File: src/rtl/matrix_result_buffer_pkg.sv
// Shared types and width helpers for matrix_result_buffer and its neighbours.
package matrix_result_buffer_pkg;

  typedef enum logic [1:0] {
    ST_IDLE    = 2'd0,
    ST_CAPTURE = 2'd1,
    ST_DRAIN   = 2'd2
  } mrb_state_t;

  // Index width for a count of n, never narrower than one bit.
  function automatic int clog2_min1(input int n);
    return (n < 2) ? 1 : $clog2(n);
  endfunction

  // Product word width used by the multiplier, this buffer and their benches.
  function automatic int result_w(input int data_width);
    return 2 * data_width;
  endfunction

endpackage

File: src/rtl/mrb_rc_counter.sv
// Wrapping row/column index counter for a row-major M x P walk, with last-element detect.
module mrb_rc_counter
  import matrix_result_buffer_pkg::*;
#(
  parameter int M = 2,
  parameter int P = 4
) (
  input  logic                       clk,
  input  logic                       rst,
  input  logic                       clr,
  input  logic                       adv,
  output logic [clog2_min1(M)-1:0]   row,
  output logic [clog2_min1(P)-1:0]   col,
  output logic                       last
);

  localparam int RW = clog2_min1(M);
  localparam int CW = clog2_min1(P);

  logic row_end;
  logic col_end;

  assign row_end = (row == RW'(M - 1));
  assign col_end = (col == CW'(P - 1));
  assign last    = row_end && col_end;

  // NOTE: sequential state uses non-blocking assignments so every register samples pre-edge values.
  always_ff @(posedge clk) begin
    if (rst || clr) begin
      row <= '0;
      col <= '0;
    end else if (adv) begin
      if (col_end) begin
        col <= '0;
        row <= row_end ? '0 : row + 1'b1;
      end else begin
        col <= col + 1'b1;
      end
    end
  end

endmodule

File: src/rtl/matrix_result_buffer.sv
// Captures one row-major M x P result matrix, then drains it over valid/ready with row/col/last tags.
// Optional min/max statistics are built when MRB_STATS_EN is defined.
module matrix_result_buffer
  import matrix_result_buffer_pkg::*;
#(
  parameter int M          = 2,
  parameter int P          = 4,
  parameter int DATA_WIDTH = 8
) (
  input  logic                              clk,
  input  logic                              rst,
  input  logic                              clear,
  input  logic [result_w(DATA_WIDTH)-1:0]   c_in,
  input  logic                              c_valid,
  output logic [result_w(DATA_WIDTH)-1:0]   out_data,
  output logic [clog2_min1(M)-1:0]          out_row,
  output logic [clog2_min1(P)-1:0]          out_col,
  output logic                              out_last,
  output logic                              out_valid,
  input  logic                              out_ready,
  output logic                              full,
  output logic                              overflow,
  output logic                              drain_done,
  output logic [result_w(DATA_WIDTH)-1:0]   stat_max,
  output logic [result_w(DATA_WIDTH)-1:0]   stat_min
);

  localparam int RESULT_W = result_w(DATA_WIDTH);
  localparam int DEPTH    = M * P;
  localparam int PW       = clog2_min1(DEPTH);

  mrb_state_t state, state_nxt;

  logic [PW-1:0]       wr_ptr;
  logic [PW-1:0]       rd_ptr;
  logic                capture;
  logic                handshake;
  logic                drop;
  logic                cnt_last;
  logic                draining;
  logic [RESULT_W-1:0] mem [DEPTH];

  assign draining = (state == ST_DRAIN);

  always_ff @(posedge clk) begin
    if (rst) state <= ST_IDLE;
    else     state <= state_nxt;
  end

  // NOTE: every always_comb output gets a default first so no path leaves it unassigned (no latch).
  always_comb begin
    state_nxt = state;
    capture   = 1'b0;
    handshake = 1'b0;
    if (clear) begin
      state_nxt = ST_IDLE;
    end else begin
      case (state)
        ST_IDLE, ST_CAPTURE: begin
          if (c_valid) begin
            capture   = 1'b1;
            state_nxt = (wr_ptr == PW'(DEPTH - 1)) ? ST_DRAIN : ST_CAPTURE;
          end
        end
        ST_DRAIN: begin
          if (out_ready) begin
            handshake = 1'b1;
            if (cnt_last) state_nxt = ST_IDLE;
          end
        end
        default: state_nxt = ST_IDLE;
      endcase
    end
  end

  // Words arriving while the buffer is draining have nowhere to go.
  assign drop = c_valid && draining && !clear;

  always_ff @(posedge clk) begin
    if (rst || clear) begin
      wr_ptr     <= '0;
      rd_ptr     <= '0;
      overflow   <= 1'b0;
      drain_done <= 1'b0;
    end else begin
      if (capture)   wr_ptr <= (wr_ptr == PW'(DEPTH - 1)) ? '0 : wr_ptr + 1'b1;
      if (handshake) rd_ptr <= cnt_last ? '0 : rd_ptr + 1'b1;
      if (drop)      overflow <= 1'b1;
      drain_done <= handshake && cnt_last;
    end
  end

  // NOTE: the storage array is deliberately not reset; pointers and state alone define validity.
  always_ff @(posedge clk) begin
    if (capture) mem[wr_ptr] <= c_in;
  end

  mrb_rc_counter #(.M(M), .P(P)) u_rc (
    .clk  (clk),
    .rst  (rst),
    .clr  (clear),
    .adv  (handshake),
    .row  (out_row),
    .col  (out_col),
    .last (cnt_last)
  );

  assign out_valid = draining;
  assign full      = draining;
  assign out_last  = draining && cnt_last;
  assign out_data  = draining ? mem[rd_ptr] : '0;

`ifdef MRB_STATS_EN
  always_ff @(posedge clk) begin
    if (rst || clear) begin
      stat_max <= '0;
      stat_min <= '0;
    end else if (capture) begin
      if (state == ST_IDLE) begin
        stat_max <= c_in;
        stat_min <= c_in;
      end else begin
        if ($signed(c_in) > $signed(stat_max)) stat_max <= c_in;
        if ($signed(c_in) < $signed(stat_min)) stat_min <= c_in;
      end
    end
  end
`else
  assign stat_max = '0;
  assign stat_min = '0;
`endif

endmodule

File: config.mk
export PLATFORM = sky130hd
export DESIGN_NAME = matrix_result_buffer
export DESIGN_NICKNAME = d
export VERILOG_FILES = /design/src/rtl/matrix_result_buffer_pkg.sv /design/src/rtl/mrb_rc_counter.sv /design/src/rtl/matrix_result_buffer.sv
export SDC_FILE = /design/constraint.sdc
export NUM_CORES = 1
export LEC_CHECK = 0
export BUFFER_PORTS_ARGS = -buffer_cell sky130_fd_sc_hd__buf_2
export CAP_MARGIN = 40
export CORE_ASPECT_RATIO = 1.5
export CORE_MARGIN = 2
export CORE_UTILIZATION = 45
export CTS_BUF_LIST = sky130_fd_sc_hd__clkbuf_8
export DETAILED_ROUTE_END_ITERATION = 16
export PLACE_DENSITY = 0.7
export SKIP_CTS_REPAIR_TIMING = 1
export SLEW_MARGIN = 25
export SYNTH_ARGS = -nofsm -noshare
export SYNTH_HDL_FRONTEND = slang
export SYNTH_SLANG_ARGS = --single-unit
export TNS_END_PERCENT = 1
File: constraint.sdc
create_clock -name clk -period 4.85 [get_ports clk]
set_input_delay 0.97 -clock clk [delete_from_list [all_inputs] [get_ports clk]]
set_output_delay 0.97 -clock clk [all_outputs]
set_load 0.005 [all_outputs]
# ---- Yosys cells after proc, flatten, opt, wreduce, memory -nomap -nowiden
# Memories as Yosys holds them, arrays and structs flattened. A register that Yosys moved wholly into a read port is not among the register bits.
# Index checks and enable logic that the tools add are counted.
dict set report word_totals {
  out_inout_bits 56
  input_bits 21
  mem_count 1
  elab_cells 51
  register_bits 13
  ram_bits 128
}
dict set report classes {
  eq_ne 7
  n_addsub 4
  n_reduce_logical 12
  muxes 20
}
# memory words word_bits read_ports rd_ports_with_merged_regs wr line
set memory_table {}
lappend memory_table {mem 8 16 1 1 1 matrix_result_buffer.sv:41} ;# logic [RESULT_W-1:0] mem [DEPTH];
# cell count
set op_table {}
lappend op_table {{16-bit two-way mux} 1}
lappend op_table {{3-bit two-way mux} 4}
lappend op_table {{2-bit two-way mux} 5}
lappend op_table {{1-bit two-way mux} 9}
lappend op_table {{3-bit by 1-bit adder with 3-bit output (second input constant)} 2}
lappend op_table {{2-bit inequality test (second input constant)} 3}
lappend op_table {{1-bit logical AND} 5}
lappend op_table {{2-bit == test (second input constant)} 2}
lappend op_table {{2-bit case mux with 2 select lines} 1}
lappend op_table {{2-bit OR reduction} 2}
lappend op_table {{3-bit == test (second input constant)} 1}
lappend op_table {{3-bit AND reduction} 1}
lappend op_table {{2-bit by 1-bit adder with 2-bit output (second input constant)} 1}
lappend op_table {{2-bit by 1-bit == test with 1-bit output (second input constant)} 1}
lappend op_table {{2-bit zero test} 1}
lappend op_table {{2-bit AND reduction} 1}
lappend op_table {{1-bit adder (second input constant)} 1}
lappend op_table {{1-bit zero test} 1}
lappend op_table {{1-bit logical OR} 1}

# ---- Depth between registers and ports, before layout
dict set report depth {
  depth_word 6
  depth_mapped 6
  mapped_depth_nobuf 5
}

# ---- By module
# From an unflattened synthesis, not the netlist that was laid out.
dict set report hier_totals {
  hier_cells 373
  hier_area_um2 5953.2
}
# module seq_area_each_um2 area_per_inst_um2 n_inst cells_each
set by_module_without_submodules {}
lappend by_module_without_submodules {matrix_result_buffer 4103.9 5806.8 1 360}
lappend by_module_without_submodules {mrb_rc_counter 60.1 146.4 1 13}

# ---- Worst setup path after synthesis
# OpenSTA, ideal clock, no wires.
dict set report synth_timing {
  path_type {in2reg}
  startpoint {input port clear}
  endpoint {memory mem[0][0] in the netlist's numbering, enable pin}
  slack_ps 1974
  arrival_time_ps 2466
  n_path_buf 0
  stages 3
  setup_ps 409
  required_ps 4441
  path_cell_list {nor3b_1 nand2b_1 nor3_1}
}
dict set report synth_between {
  elab_chain_cells 3
}
# element line
set synth_rtl {}
lappend synth_rtl {{from (decl)} matrix_result_buffer.sv:12} ;# input logic clear,
lappend synth_rtl {{1-bit two-way mux} matrix_result_buffer.sv:55} ;# if (clear) begin
lappend synth_rtl {{1-bit two-way mux} matrix_result_buffer.sv:95} ;# if (capture) mem[wr_ptr] <= c_in;
lappend synth_rtl {{1-bit two-way mux (not written as such)} matrix_result_buffer.sv:95}
lappend synth_rtl {{to (decl)} matrix_result_buffer.sv:41}
# No other way between the ends.

# ---- Worst setup path after layout
dict set report layout_timing {
  startpoint {register state[1]}
  endpoint {output port out_data[0]}
}
dict set report layout_between {
  elab_chain_cells 2
}
# element line
set layout_rtl {}
lappend layout_rtl {{from (decl)} matrix_result_buffer.sv:32} ;# mrb_state_t state, state_nxt;
lappend layout_rtl {{from (signal assigned)} matrix_result_buffer.sv:47} ;# else state <= state_nxt;
lappend layout_rtl {{2-bit == test} matrix_result_buffer.sv:43} ;# assign draining = (state == ST_DRAIN);
lappend layout_rtl {{16-bit two-way mux} matrix_result_buffer.sv:111} ;# assign out_data = draining ? mem[rd_ptr] : '0;
lappend layout_rtl {{to (decl)} matrix_result_buffer.sv:15} ;# output logic [result_w(DATA_WIDTH)-1:0] out_data,
# No other way between the ends.

==> results_dict.tcl <==
set metrics [dict create \
    worstSetupStartpointType "flip-flop" \
    cts_tree "done" \
    arrival_ns 2.31 \
    vdd_drop_max_mv 0.176 \
    dpl.hpwl_um 6930 \
    switchingPower_uw 522 \
    regToRegEndpoint "mem[7][9]" \
    die_h_um 145 \
    globalplace.congestion 0.730 \
    core-area_sq_um 13000 \
    place_ws_ns 1.96 \
    finalSetupViolCount 0 \
    syn_inst 374 \
    avgSynthCellArea_sq_um 15.9 \
    overflow 0 \
    cp.required_ns 3.88 \
    diodes 0 \
    leakage_uw 0.00227 \
    yosysTopAreaCellShare_pct 64.7 \
    reg2reg_slack_ns 2.68 \
    cts.path.max_buffers 2 \
    drtIter0Drc 204 \
    yosysTopAreaCell "edfxtp_1" \
    syn-cell-area_sq_um 5940 \
    nets 458 \
    multiInputGateArea_sq_um 1550 \
    first_global_vias 3132 \
    dr.pass1.iters 4 \
    p_clk_share_pct 37.7 \
    cts_buffers 17 \
    timing.rr.start "state[1]" \
    holdPathStages 2 \
    antenna_found_initial 0 \
    synth_seq_cells 144 \
    layout-drive-gt1-share_pct 24.9 \
    hold_class "flip-flop to flip-flop" \
    path_cells "or4b_1 -> buf_8 -> o22ai_1 -> or2_2 -> buf_2" \
    drv_slew 0 \
    criticalPathCategory "flip-flop to output pin" \
    cts_root_buf "clkbuf_8" \
    finalWorstSetupSlack_ns 1.57 \
    vias_per_cell 5.27 \
    ys.flop_type "edfxtp_1" \
    crit_path_end_kind "output pin" \
    clkSinkCount 144 \
    fillerInstances 1081 \
    row_count 51 \
    yosysWarningCount 0 \
    worstPathBufferInverterCount 2 \
    grt_use_total_pct 16.0 \
    crit_cells 5 \
    drc 0 \
    worstPathMaxFanout 11 \
    hold_end "u_rc.col[1]" \
    io_pins 77 \
    ys_top_cells_by_count "128 x edfxtp_1, 67 x mux2i_1, 33 x buf_4" \
    status "finished clean" \
    hold_viol 0 \
    maxCapViolCount 0 \
    ys_seq_area_share_pct 70.1 \
    hold_start "u_rc.col[1]" \
    cp_slowest_cell "or4b_1" \
    fp.dieW_um 97.8 \
    vias 3190 \
    synth-edff-count 128 \
    reg2regPathDepth 4 \
    areaGrowthSynthToFinish_pct 11.9 \
    worstMarginPinSlew_ns 0.765 \
    finClkSkew_ns 0.0130 \
    p_sw_share_pct 23.1 \
    yosys-top-cells-area "edfxtp_1 65%, mux2i_1 11%, dfxtp_1 5.4%, buf_4 4.2%, o22ai_1 2.3%" \
    start_util_pct 45.9 \
    synth_most_common_cell "edfxtp_1" \
    clk_pin_slew_ns 0.08 \
    h-tree-depth 4 \
    async_reset_ff_share_pct 0 \
    post-route-period-util_pct 67.7 \
    place.port_buffers 44 \
    ff_latch_area_sq_um 4170 \
    combPwrFrac_pct 2.1 \
    grt_pass1_wl_um 16900 \
    fin_util_pct 51.3 \
    power_frac_seq_pct 60.2 \
    max-slew-margin-rel_pct 48.8 \
    ant_nets 0 \
    rsz0062_at_grt "false" \
    grt_max_degree 34 \
    p_int_uw 1740 \
    die_area_sq_um 14200 \
    fmax_mhz 305 \
    wl_um 10800 \
    synth.distinct_cells 36 \
    wl_per_cell_um 17.9 \
    tns_ns 0 \
    fin_crit_ns 3.28 \
    max_stage_delay_ns 0.70 \
    crit_family "simple AND/OR/NAND/NOR gates" \
    clk-insertion-delay-late_ns 0.45 \
    p_per_area_nw_per_um2 340 \
]
## layer usage
layer	track usage, %	part of all wire, %	vias up
met3	4.08	4.7	19
met4	7.24	2.0	0
met5	0	0	-
li1	-	-	1483
met1	18.6	42	1590
met2	27.9	52	98
## layout make-up
type	count	area share, %
clock inverter	15	1.86
inverter	1	0.0565
multi-input combinational	210	23.3
tap	159	2.99
sequential	144	62.7
timing repair buffer	59	5.54
clock buffer	17	3.52
## flip-flops by register name, indices dropped and copies added, names as in the netlist, named ones only
| signal | flops |
|---|---|
| overflow | 1 |
| u_rc.row | 1 |
| drain_done | 1 |
| rd_ptr | 3 |
| state | 2 |
| mem | 128 |
| wr_ptr | 3 |
| u_rc.col | 2 |
## worst reg2reg max path, cell delays in order (launching register included)
cell and delay, ns:
dfxtp_1 0.40, nor3b_1 0.31, nand2_1 0.17, nor2_1 0.62, buf_4 0.36
## cell families (layout without fill, tap and decap cells)
kind of cell | Yosys count | count (layout) | share of synthesized area [%]
simple gates | 63 | 63 | 6.09
xor+xnor | 1 | 1 | 0.147
compound gates | 43 | 43 | 5.52
mux | 67 | 67 | 11.3
flops | 144 | 144 | 70.1
buf+inv | 51 | 92 | 5.94
fa+ha+maj | 4 | 4 | 0.843
other cells | 1 | 32 | 0.0631
## power groups by stage
| stage | sequential, uW | clock (uW) | combinational [uW] |
|---|---|---|---|
| 3_3_place_gp | 1390 | 0 | 44.5 |
| 2_1_floorplan | 1390 | 0 | 39.1 |
| 4_1_cts | 1360 | 866 | 46.9 |
| 6_report | 1360 | 851 | 47.2 |
| 5_1_grt | 1360 | 916 | 54.0 |
| 3_5_place_dp | 1390 | 0 | 46.7 |
## cells in the final DEF, fill, tap and decap left out, types with 4 or more instances in the layout
| cell type | netlist | routed |
|---|---|---|
| o22ai_1 | 22 | 22 |
| nor2_1 | 14 | 14 |
| or2_2 | 6 | 6 |
| buf_2 | 10 | 44 |
| ha_1 | 4 | 4 |
| edfxtp_1 | 128 | 128 |
| clkbuf_8 | 0 | 17 |
| dfxtp_1 | 16 | 15 |
| or2_1 | 11 | 11 |
| buf_4 | 33 | 11 |
| conb_1 | 1 | 32 |
| nand2_1 | 9 | 9 |
| o22ai_2 | 10 | 10 |
| inv_6 | 0 | 8 |
| mux2i_1 | 67 | 67 |
| a21oi_1 | 6 | 6 |
## worst max-delay path by stage
stage,start,end
2_1_floorplan,clear,mem[0][0]
3_3_place_gp,state[1],out_data[0]
3_5_place_dp,c_valid,mem[2][7]
4_1_cts,state[1],out_data[0]
5_1_grt,flip-flop,out_data[0]
6_report,state[1],out_data[0]
## per-stage QoR
step / std cells / hold WS [ns] / cell area (sq um) / power [uW]
floorplan: 405 / 0.458 / 6060 / 1430
global placement: 567 / 0.453 / 6210 / 1430
detailed placement: 572 / 0.468 / 6280 / 1430
CTS: 604 / 0.486 / 6640 / 2270
global route: 605 / 0.521 / 6650 / 2330
finish: 605 / 0.481 / 6650 / 2260
Power figures use the tool's default switching activity.
